`config.mk`:
```
export PLATFORM = sky130hd
export DESIGN_NAME = mfcc_melbank_acc
export DESIGN_NICKNAME = d
export VERILOG_FILES = /design/src/rtl/mfcc_melbank_acc.sv
export SDC_FILE = /design/constraint.sdc
export NUM_CORES = 2
export LEC_CHECK = 0
export BUFFER_PORTS_ARGS = -buffer_cell sky130_fd_sc_hd__clkbuf_2
export CORE_ASPECT_RATIO = 0.75
export CORE_MARGIN = 8
export CORE_UTILIZATION = 35
export CTS_CLUSTER_DIAMETER = 50
export DETAILED_ROUTE_END_ITERATION = 10
export HOLD_SLACK_MARGIN = 0.06
export PLACE_DENSITY = 0.58
export SLEW_MARGIN = 5
export SYNTH_ARGS = -nofsm -noshare
export SYNTH_HDL_FRONTEND = slang
export SYNTH_SLANG_ARGS = --single-unit
```
`constraint.sdc`:
```
create_clock -name clk -period 11.8 [get_ports clk]
set_input_delay 1.18 -clock clk [delete_from_list [all_inputs] [get_ports clk]]
set_output_delay 1.18 -clock clk [all_outputs]
set_load 0.02 [all_outputs]
```
`src/rtl/mfcc_melbank_acc.sv`:
```
// Mel filterbank accumulator: each power bin is weighted into two adjacent
// triangular filters using ROM coefficients, then all filter energies are streamed out.
module mfcc_melbank_acc #(
  parameter int unsigned PWR_WIDTH = 16,
  parameter int unsigned NUM_BINS  = 256,
  parameter int unsigned NUM_FILT  = 20,
  parameter int unsigned ACC_WIDTH = 32
) (
  input  logic                 clk,
  input  logic                 rst_n,
  input  logic                 pwr_valid,
  input  logic [PWR_WIDTH-1:0] pwr_data,
  input  logic                 pwr_last,
  output logic                 pwr_ready,
  output logic [8:0]           rom_addr,
  input  logic [7:0]           rom_rd_data,
  output logic                 mel_valid,
  input  logic                 mel_ready,
  output logic [4:0]           mel_idx,
  output logic [ACC_WIDTH-1:0] mel_data,
  output logic                 busy
);

  localparam int unsigned PROD_W = PWR_WIDTH + 9;
  localparam int unsigned SUM_W  = ((ACC_WIDTH > PROD_W) ? ACC_WIDTH : PROD_W) + 1;

  typedef enum logic [2:0] {IDLE, RD_W, RD_F, ACC, OUT} state_t;

  state_t                 state, state_d;
  logic [7:0]             bin_cnt;
  logic [7:0]             bin_q;
  logic [PWR_WIDTH-1:0]   p_q;
  logic                   last_q;
  logic [7:0]             w_q;
  logic [ACC_WIDTH-1:0]   acc [NUM_FILT];
  int unsigned            f_u;
  logic [PROD_W-1:0]      prod_lo;
  logic [PROD_W-1:0]      prod_hi;
  logic                   frame_end;
  logic                   out_last;

  function automatic logic [ACC_WIDTH-1:0] sat_add(input logic [ACC_WIDTH-1:0] a,
                                                   input logic [PROD_W-1:0]    b);
    logic [SUM_W-1:0] s;
    s = SUM_W'(a) + SUM_W'(b);
    if (|s[SUM_W-1:ACC_WIDTH]) return '1;
    return s[ACC_WIDTH-1:0];
  endfunction

  always_comb begin
    f_u       = {24'd0, rom_rd_data};
    prod_lo   = PROD_W'(p_q) * PROD_W'(w_q);
    prod_hi   = PROD_W'(p_q) * (PROD_W'(9'd256) - PROD_W'(w_q));
    frame_end = last_q || (bin_q == 8'(NUM_BINS - 1));
    out_last  = (mel_idx == 5'(NUM_FILT - 1));
  end

  always_comb begin
    state_d = state;
    case (state)
      IDLE:    if (pwr_valid) state_d = RD_W;
      RD_W:    state_d = RD_F;
      RD_F:    state_d = ACC;
      ACC:     state_d = frame_end ? OUT : IDLE;
      OUT:     if (mel_ready && out_last) state_d = IDLE;
      default: state_d = IDLE;
    endcase
  end

  always_comb begin
    pwr_ready = (state == IDLE);
    busy      = (state != IDLE);
    mel_valid = (state == OUT);
    mel_data  = '0;
    if (state == OUT) begin
      for (int unsigned i = 0; i < NUM_FILT; i++) begin
        if (mel_idx == 5'(i)) mel_data = acc[i];
      end
    end
  end

  always_ff @(posedge clk or negedge rst_n) begin
    if (!rst_n) state <= IDLE;
    else        state <= state_d;
  end

  // ROM is synchronous: the address issued in one state yields data in the next,
  // so the weight lands in RD_F and the filter index is consumed directly in ACC.
  always_ff @(posedge clk or negedge rst_n) begin
    if (!rst_n) begin
      bin_cnt  <= '0;
      bin_q    <= '0;
      p_q      <= '0;
      last_q   <= 1'b0;
      w_q      <= '0;
      rom_addr <= '0;
      mel_idx  <= '0;
      for (int unsigned i = 0; i < NUM_FILT; i++) acc[i] <= '0;
    end else begin
      case (state)
        IDLE: begin
          if (pwr_valid) begin
            p_q      <= pwr_data;
            last_q   <= pwr_last;
            bin_q    <= bin_cnt;
            rom_addr <= {1'b0, bin_cnt};
          end
        end
        RD_W: rom_addr <= {1'b1, bin_q};
        RD_F: w_q <= rom_rd_data;
        ACC: begin
          for (int unsigned i = 0; i < NUM_FILT; i++) begin
            if (f_u == i)          acc[i] <= sat_add(acc[i], prod_lo);
            else if (f_u + 1 == i) acc[i] <= sat_add(acc[i], prod_hi);
          end
          if (frame_end) begin
            bin_cnt <= '0;
            mel_idx <= '0;
          end else begin
            bin_cnt <= bin_q + 8'd1;
          end
        end
        OUT: begin
          if (mel_ready) begin
            if (out_last) begin
              mel_idx <= '0;
              for (int unsigned i = 0; i < NUM_FILT; i++) acc[i] <= '0;
            end else begin
              mel_idx <= mel_idx + 5'd1;
            end
          end
        end
        default: ;
      endcase
    end
  end

endmodule

```
### After elaboration in Yosys (flattened, before gate mapping)

Cells that the tools add are included.

| operators by class | value |
|---|---|
| add/subtract/negate cells | 44 |
| $mul | 2 |
| equal/unequal tests | 87 |
| multiplexer cells | 295 |
| reductions and logical operators | 33 |

Operators with widths:

| cell | number |
|---|---|
| 32-bit 2-to-1 mux | 141 |
| 640-bit 2-to-1 mux | 2 |
| 640-bit one-hot mux with 2 select lines | 1 |
| 32-bit by 24-bit adder with 33-bit output | 20 |
| 32-bit by 25-bit adder with 33-bit output | 20 |
| 32-bit by 4-bit == test with 1-bit output (second input constant) | 8 |
| 1-bit 2-to-1 mux | 140 |
| 32-bit by 3-bit == test with 1-bit output (second input constant) | 4 |
| 32-bit by 5-bit == test with 1-bit output (second input constant) | 3 |
| 4-bit AND reduction | 20 |
| 32-bit by 2-bit == test with 1-bit output (second input constant) | 2 |
| 8-bit by 4-bit == test with 1-bit output (second input constant) | 8 |
| 32-bit logical NOT | 2 |
| 3-bit != test (second input constant) | 20 |
| 5-bit by 4-bit == test with 1-bit output (second input constant) | 8 |
| 32-bit by 1-bit == test with 1-bit output (second input constant) | 1 |
| 8-bit by 3-bit == test with 1-bit output (second input constant) | 4 |
| 8-bit by 5-bit == test with 1-bit output (second input constant) | 4 |
| 17-bit by 10-bit multiplier with 25-bit output | 1 |
| 16-bit by 8-bit multiplier with 24-bit output | 1 |
| 5-bit by 3-bit == test with 1-bit output (second input constant) | 4 |
| 5-bit == test (second input constant) | 4 |
| 9-bit one-hot mux with 2 select lines | 1 |
| 8-bit by 2-bit == test with 1-bit output (second input constant) | 2 |
| other kinds (28) | 40 |

| storage, ports and cells | value |
|---|---|
| flip-flop bits (word level) | 698 |
| input port bits | 29 |

### Depth between registers and ports, before layout

| logic depth | value |
|---|---|
| depth in word-level cells | 22 |
| gate-level depth with buffers | 39 |
| mapped depth without buffers | 37 |

### Worst setup path after synthesis

Ideal clock, no wire load.

| path | value |
|---|---|
| path kind | flip-flop to flip-flop |
| from | reg w_q[5] |
| to | reg acc[415] (netlist name) |
| library setup time | 0.124 ns |
| data arrival time | 9.809 ns |
| data required time | 11.676 ns |
| setup slack | 1.867 ns |
| cell stages (with the launch flop) | 36 |
| path buffers | 3 |
| clock period less this slack | 9.933 ns |
| cell sequence | dfrtp_1 > clkbuf_1 > or4_1 > nor2_1 > xnor2_1 > clkbuf_1 > nand2_1 > fa_1 > fa_1 > inv_1 > fa_1 > fa_1 > inv_1 > fa_1 > inv_1 > ha_1 > nand3_1 > nand2_1 > a41oi_1 > a21oi_1 > a41o_1 > o211a_1 > o21a_1 > o21a_1 > nor2_1 > xnor2_1 > ha_1 > and2_1 > a22o_1 > a211oi_1 > o31ai_1 > a31oi_1 > clkbuf_1 > o21ai_0 > a32oi_1 > nand2_1 |

| between the ends | value |
|---|---|
| cells in the longest elaborated chain, start to end | 11 |
| elaborated cells on any way between the ends | 17 |
| those cells by class | 3 x add/sub; 2 x mul; 12 x mux |

Ends and longest elaborated chain:

| item | line | text |
|---|---|---|
| start, declared | 34 | `logic [7:0] w_q;` |
| start signal, assigned | 110 | `RD_F: w_q <= rom_rd_data;` |
| 9-bit by 8-bit subtractor with 10-bit output | 53 | `prod_hi = PROD_W'(p_q) * (PROD_W'(9'd256) - PROD_W'(w_q));` |
| 17-bit by 10-bit multiplier with 25-bit output | 53 |  |
| 32-bit by 25-bit adder with 33-bit output | 45 | `s = SUM_W'(a) + SUM_W'(b);` |
| 1-bit 2-to-1 mux | 46 | `if (\|s[SUM_W-1:ACC_WIDTH]) return '1;` |
| 1-bit 2-to-1 mux | 114 | `else if (f_u + 1 == i) acc[i] <= sat_add(acc[i], prod_hi);` |
| 1-bit 2-to-1 mux | 113 | `if (f_u == i) acc[i] <= sat_add(acc[i], prod_lo);` |
| 1-bit 2-to-1 mux | 100 | `case (state)` |
| 32-bit 2-to-1 mux | 47 | `return s[ACC_WIDTH-1:0];` |
| 32-bit 2-to-1 mux | 114 |  |
| 32-bit 2-to-1 mux (*) | 113 |  |
| 640-bit one-hot mux with 2 select lines (*) | 100 |  |
| end signal, assigned by index | 113 |  |
| end signal, assigned by index | 114 |  |
| end, declared | 35 | `logic [ACC_WIDTH-1:0] acc [NUM_FILT];` |

Every way passes the cells marked *; elsewhere a longest branch is shown, timed or not. The select of a mux whose other input is x is not followed.
A chain may end at the register's enable or synchronous reset.

### Worst setup path after layout

| path | value |
|---|---|
| from | reg w_q[2] |
| to | reg acc[347] (netlist name) |

Same word-level chain as after synthesis.

==> results.md <==
- Outcome: complete, but fails checks
- Failing checks: capacitance limit, slew limit
- Reg2reg setup slack: 1.23 ns
- Complex-gate fraction of the synthesized area: roughly a third
- Startpoint type of the worst setup path: flop
- EDFF count, synth: 0
- Remaining antenna violation count: 0
- Post-route setup TNS: 0 ns
- Main synth FF type: dfrtp_1
- Critical path fanouts, max: 21
- Area of the multi-input gates: about 73,000 um2
- Final Hold Viols: 0
- Relative slew slack: -1.107%
- Most common cell on crit path: fa_1
- Worst-Margin Slew: 1.478 ns
- Unrepaired setup endpoints after global routing: false
- Adder-Cell Fraction of Synth Area: 19.83%
- Clk sinks: between 600 and 700
- Post-DP HPWL: 314,600 um
- Ratio of cells with drive above 1 in the final layout: under 10%
- Initial antenna violation count: 42
- Crit. Startpoint: w_q[2]$_DFFE_PN0N_
- Cells after Synth: between 10,000 and 15,000
- Filler cells: 27,254
- Die W: between 600 and 700 um
- Max Cap Viol: 1
- Clock latency on the worst-skew pair: between 0.8 and 0.9 ns
- XOR/XNOR Fraction of Synth Area: under 10%
- Critical path endpoint: acc[347]$_DFFE_PN0P_
- Row cnt: between 150 and 200
- DRC errors left: 0
- Initial DRT Pass Iterations: 6
- Syn Std Cell Area: 92,750 um2
- Critical path arrival: 11.28 ns
- Min cycle time layout: ~11 ns
- Final Setup Violations: 0
- Simple-gate area share of the yosys netlist: between 15 and 20%
- Seq/Total Area, Yosys: 18.83%
- RR Startpoint: w_q[2]$_DFFE_PN0N_
- TritonCTS clock tree: done
- Ys Warns: 0
- Area of the core: between 200,000 and 300,000 um2
- Main combinational cell family by area after synthesis: compound AO/OA/AOI/OAI gates
- Iter 0 DRT Violations: 13,155
- Clock buffer count from CTS: around 140
- First-pass GRT wire length: approximately 610,000 um
- CTS root buffer: clkbuf_16
- Skew final: ~0.07 ns
- Total grt overflow: 0
- Max Buffers Root-to-Sink: 4
- Highest Clock Rate: ~0.095 GHz
- Most frequent cells in the layout: nand2_1 (1,524), a21oi_1 (1,144), ha_1 (1,113)
- Total Die Area: roughly 280,000 um2
- Final wirelength: about 420,000 um
- Hold Crit Class: in -> async
- I/O pin count: 78
- Ys async rst share: 100.0%
- Die Height: around 460 um
- Area grow syn2layout: 11.33%
- GP Congestion: 1.033
- # H-tree levels: 4
- Synth cell types: 101
- Post-synthesis mux area share: less than 1%
- Commonest non-fill, non-tap cell in the layout: nand2_1
- WL/cell: approximately 27 um
- Data required, critical path: approximately 13 ns
- Seq. cell area: 17,470 um2
- Reg2reg end: acc[347]$_DFFE_PN0P_
- Pin count of the biggest net entering global routing: ~140
- Register bit total from synthesis: between 600 and 700
- # nets final: between 10,000 and 15,000
- Slowest stage cell on the critical path: xnor2_2
- Syn_area_per_cell: 7.782 um2
- PortBufs: 77
- Worst-path clk slew: 0.06 ns
- Slowest stage delay, CP: 1.05 ns
- DR vias: between 90,000 and 100k
- Max-slew violations: 1
- Cts hold-fix bufs: 0
- Crit Path Category: reg -> reg
- Mapped Nets: about 13,000
- GR Util All Layers: around 29%
- Post-CTS Setup Inserts: 0
- Crit share post-route: around nine tenths
- Starting Density: between 30% and 40%
- Vias in the first global route: between 80,000 and 90,000
- Worst Setup End Kind: flop
- Post-cts sizing count: 0
- Vias per inst: approximately 6.2
- WHS: between 0.2 and 0.3 ns
- R2R depth: 36
logic make-up after synthesis:
| logic type | after synthesis |
|---|---|
| adders and majority gates | 1338 |
| and+or+nand+nor | 3657 |
| DFF | 698 |
| AOI/OAI and AO/OA | 4438 |
| xor gates and xnor gates | 856 |
| buffers and inverters | 903 |
| muxes | 28 |
synth_stat cells (all sizes together), types with 33 or more instances:
master	instances	area share [%]
nand2	1526	6.2
a21oi	1147	6.2
ha	1118	15
o21ai	1016	5.5
nor2	831	3.4
dfrtp	698	19
xnor2	607	5.7
clkbuf	447	1.8
inv	418	1.7
a21o	344	2.8
o221ai	343	3.3
xor2	249	2.4
nor3	242	1.3
nand3	226	1.2
fa	220	4.7
o21a	212	1.7
and2	200	1.3
a211oi	158	1.3
nand2b	157	1.1
a31oi	141	0.96
o22ai	119	0.80
a221oi	108	1.0
nor2b	104	0.70
o21bai	101	0.82
and3	92	0.63
o211ai	88	0.71
o31ai	87	0.71
or3	69	0.47
a211o	55	0.52
nand4	55	0.37
or2	55	0.37
a22oi	41	0.33
buf	38	0.17
a311oi	37	0.36
a2111oi	33	0.36
worst min-delay path by stage:
stage / end / cells after the start
after floorplan: bin_cnt[5]$_DFFE_PN0P_ / 2
after global placement: rom_addr[3]$_DFFE_PN0P_ / 2
after detailed placement: rom_addr[3]$_DFFE_PN0P_ / 2
after CTS: acc[103]$_DFFE_PN0P_ / 1
after global routing: acc[103]$_DFFE_PN0P_ / 1
final: acc[103]$_DFFE_PN0P_ / 1
flip-flops by register name, summed over array words and instances, names as in the netlist:
name	count
acc	640
p_q	16
rom_addr	9
bin_cnt	8
bin_q	8
w_q	8
mel_idx	5
state	3
last_q	1
critical path, delay by kind of cell (launching register included):
kind | cells | cell delay (ns)
buf+inv | 7 | 0.99
fa+ha+maj | 7 | 2.99
compound gates | 10 | 2.46
flops | 1 | 0.69
xor+xnor | 2 | 1.12
simple gates | 10 | 2.19
through the flow:
| stage | cell area (um2) | util (%) | setup slack, ns | cells |
|---|---|---|---|---|
| 2_1_floorplan | 92750 | - | 1.867 | 11918 |
| 3_3_place_gp | 98580 | 37.44 | 1.509 | 15308 |
| 3_5_place_dp | 98580 | 37.44 | 1.471 | 15308 |
| 4_1_cts | 103200 | 39.19 | 1.450 | 15544 |
| 5_1_grt | 103200 | 39.20 | 0.6801 | 15544 |
| 6_report | 103300 | 39.22 | 1.231 | 15568 |
metal layers:
layer	GRT usage (%)	part of all wire, %	up-vias
li1	-	-	44407
met1	41.64	44	46223
met2	37.61	37	5493
met3	11.36	14	829
met4	10.49	4.2	20
met5	0	0.033	-
cell type report:
cell class / instances / area share, %
diodes: 24 / 0.05816
clock buffers: 184 / 3.827
clock inverters: 52 / 0.6446
inverters: 418 / 1.524
multi-input cells: 10317 / 70.38
flip-flops and latches: 698 / 16.92
well taps: 3547 / 4.298
repair buffers: 328 / 2.353
Power is not shown: default switching activity piles up to over one toggle a cycle in this logic, so the estimate is an artifact.
